**src/rtl/npc_seq_unit.sv**
```systemverilog
// rtl/npc_seq_unit.sv - registered PC with next-PC selection, return-address stack, exception redirect and ERET
//
// Purpose: holds the architectural PC and picks the next one each cycle.
// Each posedge applies the first of: rst, exc_req, stall, eret, npcctr op.
// Ports:
//   clk, rst                       clock, synchronous active-high reset
//   npcctr, br_cond                next-PC op select and branch condition
//   addr, offset, jr_addr          jump immediate, branch word offset, register target
//   stall, exc_req, eret           hold, exception entry, exception return
//   pc, npc, pc_plus4, epc         current PC, selected next PC, link value, saved PC
//   ras_empty, ras_full, ras_ovf   return-stack status (ras_ovf is sticky)
//   align_err                      misaligned JR / empty-stack RET target
module npc_seq_unit #(
    parameter int unsigned        WIDTH     = 32,
    parameter int unsigned        JADDR_W   = 26,
    parameter int unsigned        OFF_W     = 16,
    parameter logic [WIDTH-1:0]   RESET_VEC = 32'h0000_3000,
    parameter logic [WIDTH-1:0]   EXC_VEC   = 32'h0000_4180,
    parameter int unsigned        RAS_DEPTH = 4
) (
    input  logic               clk,
    input  logic               rst,
    input  logic [2:0]         npcctr,
    input  logic               br_cond,
    input  logic [JADDR_W-1:0] addr,
    input  logic [OFF_W-1:0]   offset,
    input  logic [WIDTH-1:0]   jr_addr,
    input  logic               stall,
    input  logic               exc_req,
    input  logic               eret,
    output logic [WIDTH-1:0]   pc,
    output logic [WIDTH-1:0]   npc,
    output logic [WIDTH-1:0]   pc_plus4,
    output logic [WIDTH-1:0]   epc,
    output logic               ras_empty,
    output logic               ras_full,
    output logic               ras_ovf,
    output logic               align_err
);

    localparam int unsigned PW = $clog2(RAS_DEPTH);

    localparam logic [2:0] OP_SEQ = 3'b000;
    localparam logic [2:0] OP_BR  = 3'b001;
    localparam logic [2:0] OP_J   = 3'b010;
    localparam logic [2:0] OP_JR  = 3'b011;
    localparam logic [2:0] OP_JAL = 3'b100;
    localparam logic [2:0] OP_RET = 3'b101;

    logic [WIDTH-1:0] pc_q, pc_d;
    logic [WIDTH-1:0] epc_q, epc_d;
    logic [PW-1:0]    ptr_q, ptr_d;
    logic [PW:0]      cnt_q, cnt_d;
    logic             ovf_q, ovf_d;
    logic [WIDTH-1:0] ras_q [RAS_DEPTH];

    logic             push, pop;
    logic [WIDTH-1:0] br_tgt, j_tgt, jr_tgt, ret_tgt, op_tgt;
    logic [WIDTH-1:0] off_ext;
    logic [PW-1:0]    top_idx;
    logic             empty_w, full_w;

    assign empty_w = (cnt_q == '0);
    assign full_w  = (cnt_q == (PW+1)'(RAS_DEPTH));

    // ptr_q is the next write slot, so the top of stack sits one below it.
    // When full, ptr_q also lands on the oldest entry, which makes an
    // overflowing push overwrite it in circular fashion.
    assign top_idx = ptr_q - 1'b1;

    assign pc_plus4 = pc_q + WIDTH'(4);
    assign off_ext  = {{(WIDTH-OFF_W){offset[OFF_W-1]}}, offset};
    assign br_tgt   = br_cond ? (pc_plus4 + (off_ext << 2)) : pc_plus4;
    assign j_tgt    = {pc_q[WIDTH-1:JADDR_W+2], addr, 2'b00};
    assign jr_tgt   = {jr_addr[WIDTH-1:2], 2'b00};
    assign ret_tgt  = empty_w ? jr_tgt : ras_q[top_idx];

    always_comb begin
        op_tgt = pc_plus4;
        unique case (npcctr)
            OP_BR:          op_tgt = br_tgt;
            OP_J, OP_JAL:   op_tgt = j_tgt;
            OP_JR:          op_tgt = jr_tgt;
            OP_RET:         op_tgt = ret_tgt;
            default:        op_tgt = pc_plus4;
        endcase
    end

    // Flags the raw register target; it is reported but still force-aligned.
    assign align_err = ((npcctr == OP_JR) || ((npcctr == OP_RET) && empty_w))
                       && (jr_addr[1:0] != 2'b00);

    always_comb begin
        pc_d  = pc_q;
        epc_d = epc_q;
        ptr_d = ptr_q;
        cnt_d = cnt_q;
        ovf_d = ovf_q;
        npc   = op_tgt;
        push  = 1'b0;
        pop   = 1'b0;
        if (exc_req) begin
            npc   = EXC_VEC;
            pc_d  = EXC_VEC;
            epc_d = pc_q;
        end else if (stall) begin
            npc = pc_q;
        end else if (eret) begin
            npc  = epc_q;
            pc_d = epc_q;
        end else begin
            pc_d = op_tgt;
            push = (npcctr == OP_JAL);
            pop  = (npcctr == OP_RET) && !empty_w;
            if (push) begin
                ptr_d = ptr_q + 1'b1;
                if (full_w) begin
                    ovf_d = 1'b1;
                end else begin
                    cnt_d = cnt_q + 1'b1;
                end
            end else if (pop) begin
                ptr_d = ptr_q - 1'b1;
                cnt_d = cnt_q - 1'b1;
            end
        end
    end

    always_ff @(posedge clk) begin
        if (rst) begin
            pc_q  <= RESET_VEC;
            epc_q <= '0;
            ptr_q <= '0;
            cnt_q <= '0;
            ovf_q <= 1'b0;
        end else begin
            pc_q  <= pc_d;
            epc_q <= epc_d;
            ptr_q <= ptr_d;
            cnt_q <= cnt_d;
            ovf_q <= ovf_d;
        end
    end

    // Stack storage needs no reset: entries are only read when count covers them.
    always_ff @(posedge clk) begin
        if (!rst && push) begin
            ras_q[ptr_q] <= pc_plus4;
        end
    end

    assign pc        = pc_q;
    assign epc       = epc_q;
    assign ras_empty = empty_w;
    assign ras_full  = full_w;
    assign ras_ovf   = ovf_q;

endmodule

```
**config.mk**
```make
export PLATFORM = sky130hd
export DESIGN_NAME = npc_seq_unit
export DESIGN_NICKNAME = d
export VERILOG_FILES = /design/src/rtl/npc_seq_unit.sv
export SDC_FILE = /design/constraint.sdc
export NUM_CORES = 1
export LEC_CHECK = 0
export ABC_AREA = 1
export CORE_UTILIZATION = 25
export CTS_BUF_LIST = sky130_fd_sc_hd__clkbuf_4 sky130_fd_sc_hd__clkbuf_8
export DETAILED_ROUTE_END_ITERATION = 7
export GPL_TIMING_DRIVEN = 0
export SLEW_MARGIN = 20
export SYNTH_ARGS = -nofsm -noshare
export SYNTH_HDL_FRONTEND = slang
export SYNTH_SLANG_ARGS = --single-unit
```
**constraint.sdc**
```tcl
create_clock -name clk -period 8.61 [get_ports clk]
set_input_delay 1.722 -clock clk [delete_from_list [all_inputs] [get_ports clk]]
set_output_delay 1.722 -clock clk [all_outputs]
set_load 0.02 [all_outputs]
```
==> results.py <==
metrics = {
    "drt": {
        "wl_um": 53600,
        "drc": 0,
        "drtAntennaViolNets": 0,
        "wl_per_cell_um": 21.3,
        "drt-pass1-iter-count": 5,
        "viasPerCell": 4.92,
        "vias": 12400,
        "drtIter0Drc": 1112,
    },
    "clock_tree": {
        "cts-root-buf": "clkbuf_8",
        "cts_buffer_depth": 2,
        "clk_pin_slew_ns": 0.13,
        "cts_resized": 0,
        "clock_latency_ns": 0.50,
        "cts_tree": "yes",
        "cts.sinks": 198,
        "htreeDepth": 4,
        "postCtsHoldBufs": 0,
        "numCtsBuffers": 17,
        "postCtsSetupBuffers": 0,
    },
    "critical_path": {
        "worstPathRequired_ns": 6.89,
        "rrSetupSlack_ns": 4.33,
        "r2r-end": "pc[31]$_SDFF_PP0_",
        "crit_path_cell_trace": "clkdlybuf4s50_1, ha_1, nand2_1, o21ai_0, inv_1, nand2_1, inv_1, nand2_1, nand2_1, nand3_1, nand2_1, nand2_1, nand2_1, nand2_1, nand2_1, inv_1, clkdlybuf4s50_1",
        "startpoint_type": "primary input",
        "worstPathMaxFanout": 20,
        "critPathLaunch": "offset[15]",
        "cp_slowest_stage_delay_ns": 0.88,
        "path_common_cell": "nand2_1",
        "critPathSlowestCell": "clkdlybuf4s50_1",
        "crit_type": "in -> out",
        "cp-end-kind": "primary output",
        "crit_arrival_ns": 5.46,
        "reg2reg_from": "pc[2]$_SDFF_PP0_",
        "r2r.worst_path.cells": 24,
    },
    "sta": {
        "tns_ns": 0,
        "post-route-min-period_ns": 7.18,
        "slew_viol_final": 0,
        "fmax_mhz": 139,
        "slew_headroom_pct": 32.2,
        "finClkSkew_ns": 0.0297,
        "hold_ws_ns": 0.527,
        "rsz0062_at_grt": "false",
        "report.final.hold_viol_count": 0,
        "setup_viol": 0,
        "period_share_pct": 83.4,
        "worst_pin_slew_ns": 1.01,
    },
    "floorplanning": {
        "fp.dieH_um": 223,
        "initial_utilization_pct": 25.5,
        "coreArea_um2": 47900,
        "die_w_um": 223,
        "rows": 80,
        "dieArea_um2": 49800,
        "ios": 215,
    },
    "synth": {
        "synthSimpleGateAreaFrac_pct": 26.6,
        "synth_most_common_cell": "nand2_1",
        "synth_common_cells": "nand2_1, inv_1, nor2_1",
        "synth-seq-cells": 198,
        "synth-edff-count": 128,
        "synth.area.top_cells": "edfxtp_1, nand2_1, dfxtp_1",
        "synth_top_area_share_pct": 31.4,
        "synth_ff_type": "edfxtp_1",
        "syn_inst": 1649,
        "synth.area.mux_share_pct": 0,
        "yosys_warnings": 0,
        "synth_xor_area_share_pct": 1.78,
        "synth_top_family_by_area": "simple AND/OR/NAND/NOR gates",
        "yosys.area.top_type": "edfxtp_1",
        "ys_seq_area_share_pct": 42.9,
        "synth_fa_ha_area_share_pct": 4.42,
        "syn_area_um2": 12200,
        "ys_types": 51,
        "syn_nets": 1774,
        "synth_compound_gate_area_share_pct": 15.5,
        "async_flop_share_pct": 0,
        "synth_area_per_cell_um2": 7.41,
    },
    "layout": {
        "drive_gt1_share_pct": 6.17,
        "fillers": 5030,
        "multiInputGateArea_um2": 5940,
        "finalNetCount": 2009,
        "area_delta_synth_final_pct": 28.3,
        "antenna_cells": 0,
        "seqCellArea_um2": 5250,
    },
    "power_and_ir_drop": {
        "fin_total_pwr_w": 0.00225,
        "p_leak_nw": 6.60,
        "ir_drop_mv": 0.102,
        "powerDensity_nw_per_um2": 144,
    },
    "hold_path": {
        "holdPathEnd": "cnt_q[2]$_SDFFE_PP0P_",
        "min_path_type": "reg -> reg",
        "hold_path_depth": 2,
        "min_from": "cnt_q[2]$_SDFFE_PP0P_",
    },
    "global_route": {
        "overflow": 0,
        "grt.total_usage_pct": 21.4,
        "antenna_found_initial": 0,
        "grt_start_max_net_pins": 22,
        "grt_pass1_vias": 11900,
        "grt_pass1_wl_um": 78200,
    },
    "placement": {
        "gp_congestion": 0.931,
        "io_buffers": 212,
        "dpl.hpwl_um": 42900,
    },
    "run": {
        "cap_violations": 0,
    },
    "run_status": {
        "status": "completed",
    },
}
-- area by class of cell --
type | instances | area share, %
Sequential cell | 198 | 33.4
Timing Repair Buffer | 216 | 14.2
Inverter | 201 | 4.81
Clock inverter | 15 | 1.29
Tap cell | 615 | 4.91
Clock buffer | 17 | 1.49
Buffer | 69 | 1.99
Multi-Input combinational cell | 1181 | 37.9
-- registers in the layout (all words and copies together) (netlist names) --
signal / cells
epc: 32
ras_ovf: 1
pc: 32
ptr_q: 2
cnt_q: 3
ras_q: 128
-- through the flow --
step                worst slack [ns]  util (%)  instance area, um^2  cells
floorplan                       3.50         -                12200   1649
global placement                1.38      31.5                15100   2476
detailed placement              1.44      31.8                15200   2480
CTS                             1.42      32.7                15700   2512
global route                    1.17      32.7                15700   2512
finish                          1.43      32.7                15700   2512
-- kinds of logic (layout without fill, tap and decap cells) --
logic type	after synthesis	count (layout)
compound gates	339	339
xor+xnor	24	24
fa+ha+maj	42	42
buf+inv	270	518
flops	198	198
simple gates	776	776
-- layer usage --
metal	up-vias	track usage (%)	wire length (um)
li1	5924	-	-
met1	5827	30.0	24100
met2	564	33.8	24200
met3	48	3.45	4090
met4	0	5.85	1190
met5	-	0	0
-- worst max-delay path: cells and delay by family --
family,cells,cell delay (ns)
buffers and inverters,5,1.71
AND/OR/NAND/NOR,10,0.86
adder cells (fa/ha/maj),1,0.67
AO/OA/AOI/OAI,1,0.47
-- report_power, final --
group	switching, W	internal (W)	total, W	leakage [nW]
logic	0.000329	0.000186	0.000515	4.64
registers	0.0000235	0.00102	0.00105	1.74
clock network	0.000414	0.000276	0.000690	0.216
total	0.000766	0.00149	0.00225	6.60
-- worst max path at each step --
stage / endpoint / slack, ns / cells past startpoint
after global placement: npc[21] / 1.38 / 17
after detailed placement: npc[29] / 1.44 / 17
after floorplan: npc[30] / 3.50 / 18
after global routing: npc[21] / 1.17 / 17
after CTS: npc[21] / 1.42 / 17
final: npc[21] / 1.43 / 17
-- placed cells by master (no fill, tap or decap), types with 5 or more instances in the layout --
cell type,synthesis,layout
a211oi_1,11,11
a21oi_1,150,150
a221oi_1,20,20
a22oi_1,6,6
buf_1,7,7
buf_2,20,20
clkbuf_1,36,36
clkbuf_8,0,17
clkdlybuf4s50_1,0,212
dfxtp_1,70,70
edfxtp_1,128,128
ha_1,40,40
inv_1,188,188
inv_2,11,11
nand2_1,437,437
nand2_2,13,13
nand3_1,79,79
nand4_1,10,10
nor2_1,188,184
nor2_2,10,10
nor2_4,5,9
nor3_1,15,15
o21ai_0,107,107
o21ai_1,6,6
o22ai_1,19,19
xnor2_1,5,5
xor2_1,18,18
(Power assumes the default switching activity.)
